## src/rtl/mem_stage.sv

```systemverilog
// MIPS memory-access stage with MEM/WB register and sticky halt; one dcache access per instruction, stalls the front of the pipe until dhit.
// Optional trace capture into MEM/WB is enabled by defining MEMWB_DEBUG_EN.
module mem_stage #(
    parameter int WAITCNT_W = 32
) (
    input  logic                 CLK,
    input  logic                 nRST,
    input  logic [31:0]          aluOutport_in,
    input  logic [31:0]          rdat2_in,
    input  logic [31:0]          pcplus4_in,
    input  logic [4:0]           writeReg_in,
    input  logic                 regWEN_in,
    input  logic                 MemToReg_in,
    input  logic                 JType_in,
    input  logic                 dMemREN_in,
    input  logic                 dMemWEN_in,
    input  logic                 Halt_in,
    input  logic                 dhit,
    input  logic [31:0]          dmemload,
    output logic                 dmemREN,
    output logic                 dmemWEN,
    output logic [31:0]          dmemaddr,
    output logic [31:0]          dmemstore,
    output logic                 mem_stall,
    output logic [31:0]          memfwd_data,
    output logic                 wb_regWEN,
    output logic [4:0]           wb_writeReg,
    output logic [31:0]          wb_wdat,
    output logic                 halt,
    output logic [WAITCNT_W-1:0] wait_cnt,
    output logic [31:0]          wb_instr,
    output logic [31:0]          wb_pc,
    input  logic [31:0]          instr_in,
    input  logic [31:0]          next_pc_in
);

    typedef enum logic [1:0] {
        S_IDLE   = 2'd0,
        S_WAIT   = 2'd1,
        S_HALTED = 2'd2
    } state_t;

    state_t                r_state;
    logic                  r_wb_regWEN;
    logic [4:0]            r_wb_writeReg;
    logic [31:0]           r_wb_wdat;
    logic                  r_halt;
    logic [WAITCNT_W-1:0]  r_wait_cnt;

    logic                  w_mop;
    logic                  w_stall;
    logic                  w_mwb_en;
    logic                  w_is_store;
    logic                  w_regwen;
    logic [31:0]           w_wsel;

    // IDLE and WAIT drive the same strobes: EX/MEM is frozen during WAIT, so the request is simply held.
    assign w_mop      = (dMemREN_in | dMemWEN_in) & (r_state != S_HALTED);
    assign w_stall    = w_mop & ~dhit;
    assign w_mwb_en   = ~w_stall & (r_state != S_HALTED);
    assign w_is_store = dMemWEN_in & ~dMemREN_in;
    assign w_regwen   = regWEN_in & (writeReg_in != 5'd0) & ~w_is_store;

    assign dmemREN   = nRST & dMemREN_in & w_mop;
    assign dmemWEN   = nRST & dMemWEN_in & ~dMemREN_in & w_mop;
    assign mem_stall = nRST & w_stall;
    assign dmemaddr  = aluOutport_in;
    assign dmemstore = rdat2_in;

    always_comb begin
        w_wsel = aluOutport_in;
        if (MemToReg_in)
            w_wsel = dmemload;
        else if (JType_in)
            w_wsel = pcplus4_in;
    end

    // A load result is not available for forwarding until write-back.
    assign memfwd_data = (!MemToReg_in && JType_in) ? pcplus4_in : aluOutport_in;

    always_ff @(posedge CLK or negedge nRST) begin
        if (!nRST) begin
            r_state       <= S_IDLE;
            r_wb_regWEN   <= 1'b0;
            r_wb_writeReg <= 5'd0;
            r_wb_wdat     <= 32'd0;
            r_halt        <= 1'b0;
            r_wait_cnt    <= '0;
        end else begin
            if (w_stall && (r_wait_cnt != {WAITCNT_W{1'b1}}))
                r_wait_cnt <= r_wait_cnt + WAITCNT_W'(1);
            case (r_state)
                S_IDLE, S_WAIT: begin
                    if (w_stall) begin
                        r_state     <= S_WAIT;
                        r_wb_regWEN <= 1'b0;
                    end else begin
                        r_wb_regWEN   <= w_regwen;
                        r_wb_writeReg <= writeReg_in;
                        r_wb_wdat     <= w_wsel;
                        r_halt        <= r_halt | Halt_in;
                        r_state       <= Halt_in ? S_HALTED : S_IDLE;
                    end
                end
                S_HALTED: begin
                    r_wb_regWEN <= 1'b0;
                end
                default: begin
                    r_state     <= S_IDLE;
                    r_wb_regWEN <= 1'b0;
                end
            endcase
        end
    end

    assign wb_regWEN   = r_wb_regWEN;
    assign wb_writeReg = r_wb_writeReg;
    assign wb_wdat     = r_wb_wdat;
    assign halt        = r_halt;
    assign wait_cnt    = r_wait_cnt;

`ifdef MEMWB_DEBUG_EN
    logic [31:0] r_wb_instr;
    logic [31:0] r_wb_pc;

    always_ff @(posedge CLK or negedge nRST) begin
        if (!nRST) begin
            r_wb_instr <= 32'd0;
            r_wb_pc    <= 32'd0;
        end else if (w_mwb_en) begin
            r_wb_instr <= instr_in;
            r_wb_pc    <= next_pc_in;
        end
    end

    assign wb_instr = r_wb_instr;
    assign wb_pc    = r_wb_pc;
`else
    logic w_unused_trace;
    assign w_unused_trace = ^{instr_in, next_pc_in, w_mwb_en};
    assign wb_instr = 32'd0;
    assign wb_pc    = 32'd0;
`endif

endmodule

```

## config.mk

```make
export PLATFORM = sky130hd
export DESIGN_NAME = mem_stage
export DESIGN_NICKNAME = d
export VERILOG_FILES = /design/src/rtl/mem_stage.sv
export SDC_FILE = /design/constraint.sdc
export NUM_CORES = 1
export LEC_CHECK = 0
export CORE_AREA = 4 4 168 170
export DETAILED_ROUTE_END_ITERATION = 10
export DIE_AREA = 0 0 172 174
export GPL_TIMING_DRIVEN = 0
export PLACE_DENSITY = 0.5
export SYNTH_ARGS = -nofsm -noshare
export SYNTH_HDL_FRONTEND = slang
export SYNTH_SLANG_ARGS = --single-unit
export TNS_END_PERCENT = 1
```

## constraint.sdc

```tcl
create_clock -name CLK -period 2.1 [get_ports CLK]
set_clock_uncertainty 0.05 [all_clocks]
set_input_delay 0.42 -clock CLK [delete_from_list [all_inputs] [get_ports CLK]]
set_output_delay 0.42 -clock CLK [all_outputs]
set_load 0.05 [all_outputs]
```

==> key figures <==
Drt
  • ANT nets after route: 0
  • Drt pass-1 iters: 4
  • Final wirelength: 19,300 um
  • Vias per cell: 3.86
  • DRT iter0 DRCs: 145
  • WL per Instance: 15.3 um
  • Post-route DRC: 0
  • Vias post-DR: 4,867

Pwr
  • Pleak: 4.51 nW
  • Net Sw Frac: 48.5%
  • Pwr dens: 897 nW/um^2
  • Pwr Total: 8.10 mW
  • Pint: 4.17 mW
  • Peak supply drop: 0.359 mV
  • Seq pwr share: 25.5%
  • Clock share of power: 17.5%
  • Combinational group share of total power: 57.0%
  • Switch Pwr: 3.93 mW

Clocking
  • Clock slew at reported path FFs: 0.06 ns
  • Clock Sinks: 73
  • Root buf cell: clkbuf_16
  • CTS tree: yes
  • CTS Buffer Depth: 2
  • Cts bufs inserted: 9
  • # H-tree levels: 3
  • Clock latency on the worst-skew pair: 0.33 ns

Floorplanning
  • IO Pins: 440
  • Row Count: 60
  • Starting density of the core: 19.1%
  • Placeable core area: 26,700 um^2
  • Die Area: 29,900 um^2
  • Die height: 174 um
  • Die width: 172 um

Layout
  • Nets: 1,122
  • Finished Core Util: 33.8%
  • Area Growth Syn to Fin: 77.3%
  • Layout cell share with drive strength beyond 1: 32.0%
  • # fillers: 2,822
  • Ant diodes: 0
  • Seq. cell area: 1830 um^2
  • Area of the multi-input gates: 2460 um^2

Yosys
  • Avg Inst Size Synth: 9.20 um^2
  • Cell taking the most area after synthesis: dfrtp_1
  • Number of synthesized flops with an enable pin: 0
  • Count of cell types in the netlist: 44
  • Top cells by area, synth: dfrtp_1 36%, buf_4 19%, mux2_2 8.0%
  • #FFs+latches synth: 73
  • Main synth FF type: dfrtp_1
  • Synth async-reset ratio: 100%
  • Synth warnings: 0
  • Post-Syn Area: 5100 um^2
  • Share of Yosys cell area claimed by the top area cell type: 35.8%
  • Sequential-to-total area share from yosys stat: 35.8%
  • Post-Syn Instances: 554

Critical path
  • Crit-path max FO: 3
  • FF-to-FF path depth: 6
  • CP arrival: 1.61 ns
  • Crit path kind: in2out
  • CP Capture Type: output port
  • Worst setup SP type: input pin
  • Crit path required time: 1.63 ns

Worst hold path
  • Hold Crit Class: reg2reg
  • Worst Hold Path Cells: 1

STA
  • Final Hold Fails: 0
  • WHS: 0.416 ns
  • Final worst slack: 0.0250 ns
  • Setup TNS: 0 ns
  • Fmax achieved: 482 MHz
  • Count of final setup violators: 0
  • Period minus WS final: 2.08 ns
  • RSZ-0062 raised after global routing: yes
  • Final Cycle Share: 98.8%
  • Final Max Tran Viols: 0
  • Worst-Margin Slew: 0.607 ns
  • Slew headroom: 59.4%

Place
  • IO buf count: 278
  • HPWL after detailed placement: 15,900 um
  • Dpl ws: -1.11 ns
  • RePlAce Congestion: 0.743

Global routing
  • GR Overflow Total: 0
  • Largest net degree at the start of global routing: 39
  • Total GRT Usage: 12.2%
  • First-pass GRT wire length: 28,400 um
  • Vias in the first global route: 4,892
  • Antenna violations before repair: 0

Flow run
  • Total of max-cap violations: 0

Run status
  • Status: complete, no violations
==> final timing paths <==
check,from,endpoint,slack [ns]
worst min register to register,r_state[1],r_state[0],0.42
max in group asynchronous,nRST,wait_cnt[1],1.10
worst max register to register,wait_cnt[0],wait_cnt[1],0.12
worst max-delay path,aluOutport_in[14],dmemaddr[14],0.02
worst min-delay path,r_state[1],r_state[0],0.42
min in group asynchronous,nRST,wait_cnt[27],0.67
==> synthesized netlist by cell type, types with 2 or more instances <==
cell and number:
a21oi_1 36, dfrtp_1 73, buf_4 128, nand2b_1 2
xor2_1 9, mux2i_1 32, mux2_1 2, nand4_1 11
nor3_1 4, and3_2 3, and4_1 4, and3_1 7
mux2_2 36, nor2_2 3, nor2_1 43, and4_4 2
buf_6 2, nand2_1 47, nand3_1 6, o21ai_0 34
o21bai_1 2, and2_2 3, buf_1 3, and2_1 2
clkbuf_1 15, and3_4 2, inv_1 3, xnor2_1 19
buf_2 6
==> logic make-up after synthesis <==
kind of cell | after synthesis | synth area share, %
AO/OA/AOI/OAI | 75 | 7.90
XOR/XNOR | 28 | 4.81
adder cells (fa/ha/maj) | 1 | 0.245
buffers and inverters | 157 | 21.4
flip-flops | 73 | 35.8
multiplexers | 70 | 14.7
other | 1 | 0.0736
AND/OR/NAND/NOR | 149 | 15.0
==> power by group through the flow <==
| stage | Clock [mW] | Sequential, mW | Combinational [mW] |
|---|---|---|---|
| finish | 1.42 | 2.06 | 4.62 |
| global route | 1.54 | 2.13 | 4.87 |
| CTS | 1.49 | 2.07 | 4.65 |
| detailed placement | 0 | 2.10 | 4.65 |
| global placement | 0 | 2.09 | 4.62 |
| floorplan | 0 | 3.44 | 1.58 |
==> layout by cell type (no fill, tap or decap), types with 2 or more instances in the layout <==
| cell type | instances |
|---|---|
| a21oi_1 | 36 |
| and2_1 | 2 |
| and2_2 | 3 |
| and3_1 | 7 |
| and3_2 | 3 |
| and3_4 | 2 |
| and4_1 | 4 |
| and4_4 | 2 |
| buf_1 | 3 |
| buf_12 | 5 |
| buf_2 | 5 |
| buf_4 | 164 |
| buf_6 | 28 |
| buf_8 | 6 |
| clkbuf_1 | 11 |
| clkbuf_16 | 11 |
| clkbuf_2 | 4 |
| clkbuf_4 | 2 |
| clkdlybuf4s50_1 | 184 |
| clkinv_2 | 4 |
| conb_1 | 64 |
| dfrtp_1 | 71 |
| dfrtp_2 | 2 |
| dlygate4sd2_1 | 10 |
| dlymetal6s2s_1 | 17 |
| inv_1 | 3 |
| mux2_2 | 30 |
| mux2_4 | 7 |
| mux2i_1 | 32 |
| nand2_1 | 47 |
| nand3_1 | 6 |
| nand4_1 | 11 |
| nor2_1 | 43 |
| nor2_2 | 3 |
| nor3_1 | 4 |
| o21ai_0 | 34 |
| o21bai_1 | 2 |
| xnor2_1 | 19 |
| xor2_1 | 9 |
==> through the flow <==
| stage | std cells | area, um^2 |
|---|---|---|
| 6_report | 1261 | 9040 |
| 5_1_grt | 1261 | 9040 |
| 4_1_cts | 1255 | 8830 |
| 3_5_place_dp | 1237 | 8560 |
| 3_3_place_gp | 1236 | 8550 |
| 2_1_floorplan | 617 | 5340 |
==> flip-flops by register name (all words and copies together), names as in the netlist <==
register / count
wait_cnt: 32
wb_wdat: 32
wb_writeReg: 5
r_state: 2
halt: 1
wb_regWEN: 1
==> timing repair <==
action,4_1_cts,5_1_grt
gates cloned,0,2
hold buffers,2,0
gates resized for setup,282,55
endpoints found under the setup margin,114,66
pin swaps,0,2
setup buffers,0,4
endpoints found under the hold margin,35,0
==> metal layers <==
| layer | track usage [%] | vias to the layer above | routed length (um) |
|---|---|---|---|
| li1 | - | 2410 | - |
| met1 | 13.9 | 2243 | 7240 |
| met2 | 22.1 | 205 | 10300 |
| met3 | 4.28 | 9 | 1690 |
| met4 | 1.93 | 0 | 135 |
| met5 | 0 | - | 0 |
==> cell type report <==
cell class	count	area share, %
buffer	154	12.7
clock buffer	10	2.53
clock inverter	6	0.401
inverter	3	0.125
multi-input combinational	387	27.2
sequential	73	20.2
tap	341	4.72
timing repair buffer	287	32.1
==> worst max-delay path: stages <==
cell and delay (ns):
clkdlybuf4s50_1 0.54, buf_4 0.13, dlygate4sd2_1 0.52
Note: power is estimated with default switching activity, not from simulation.
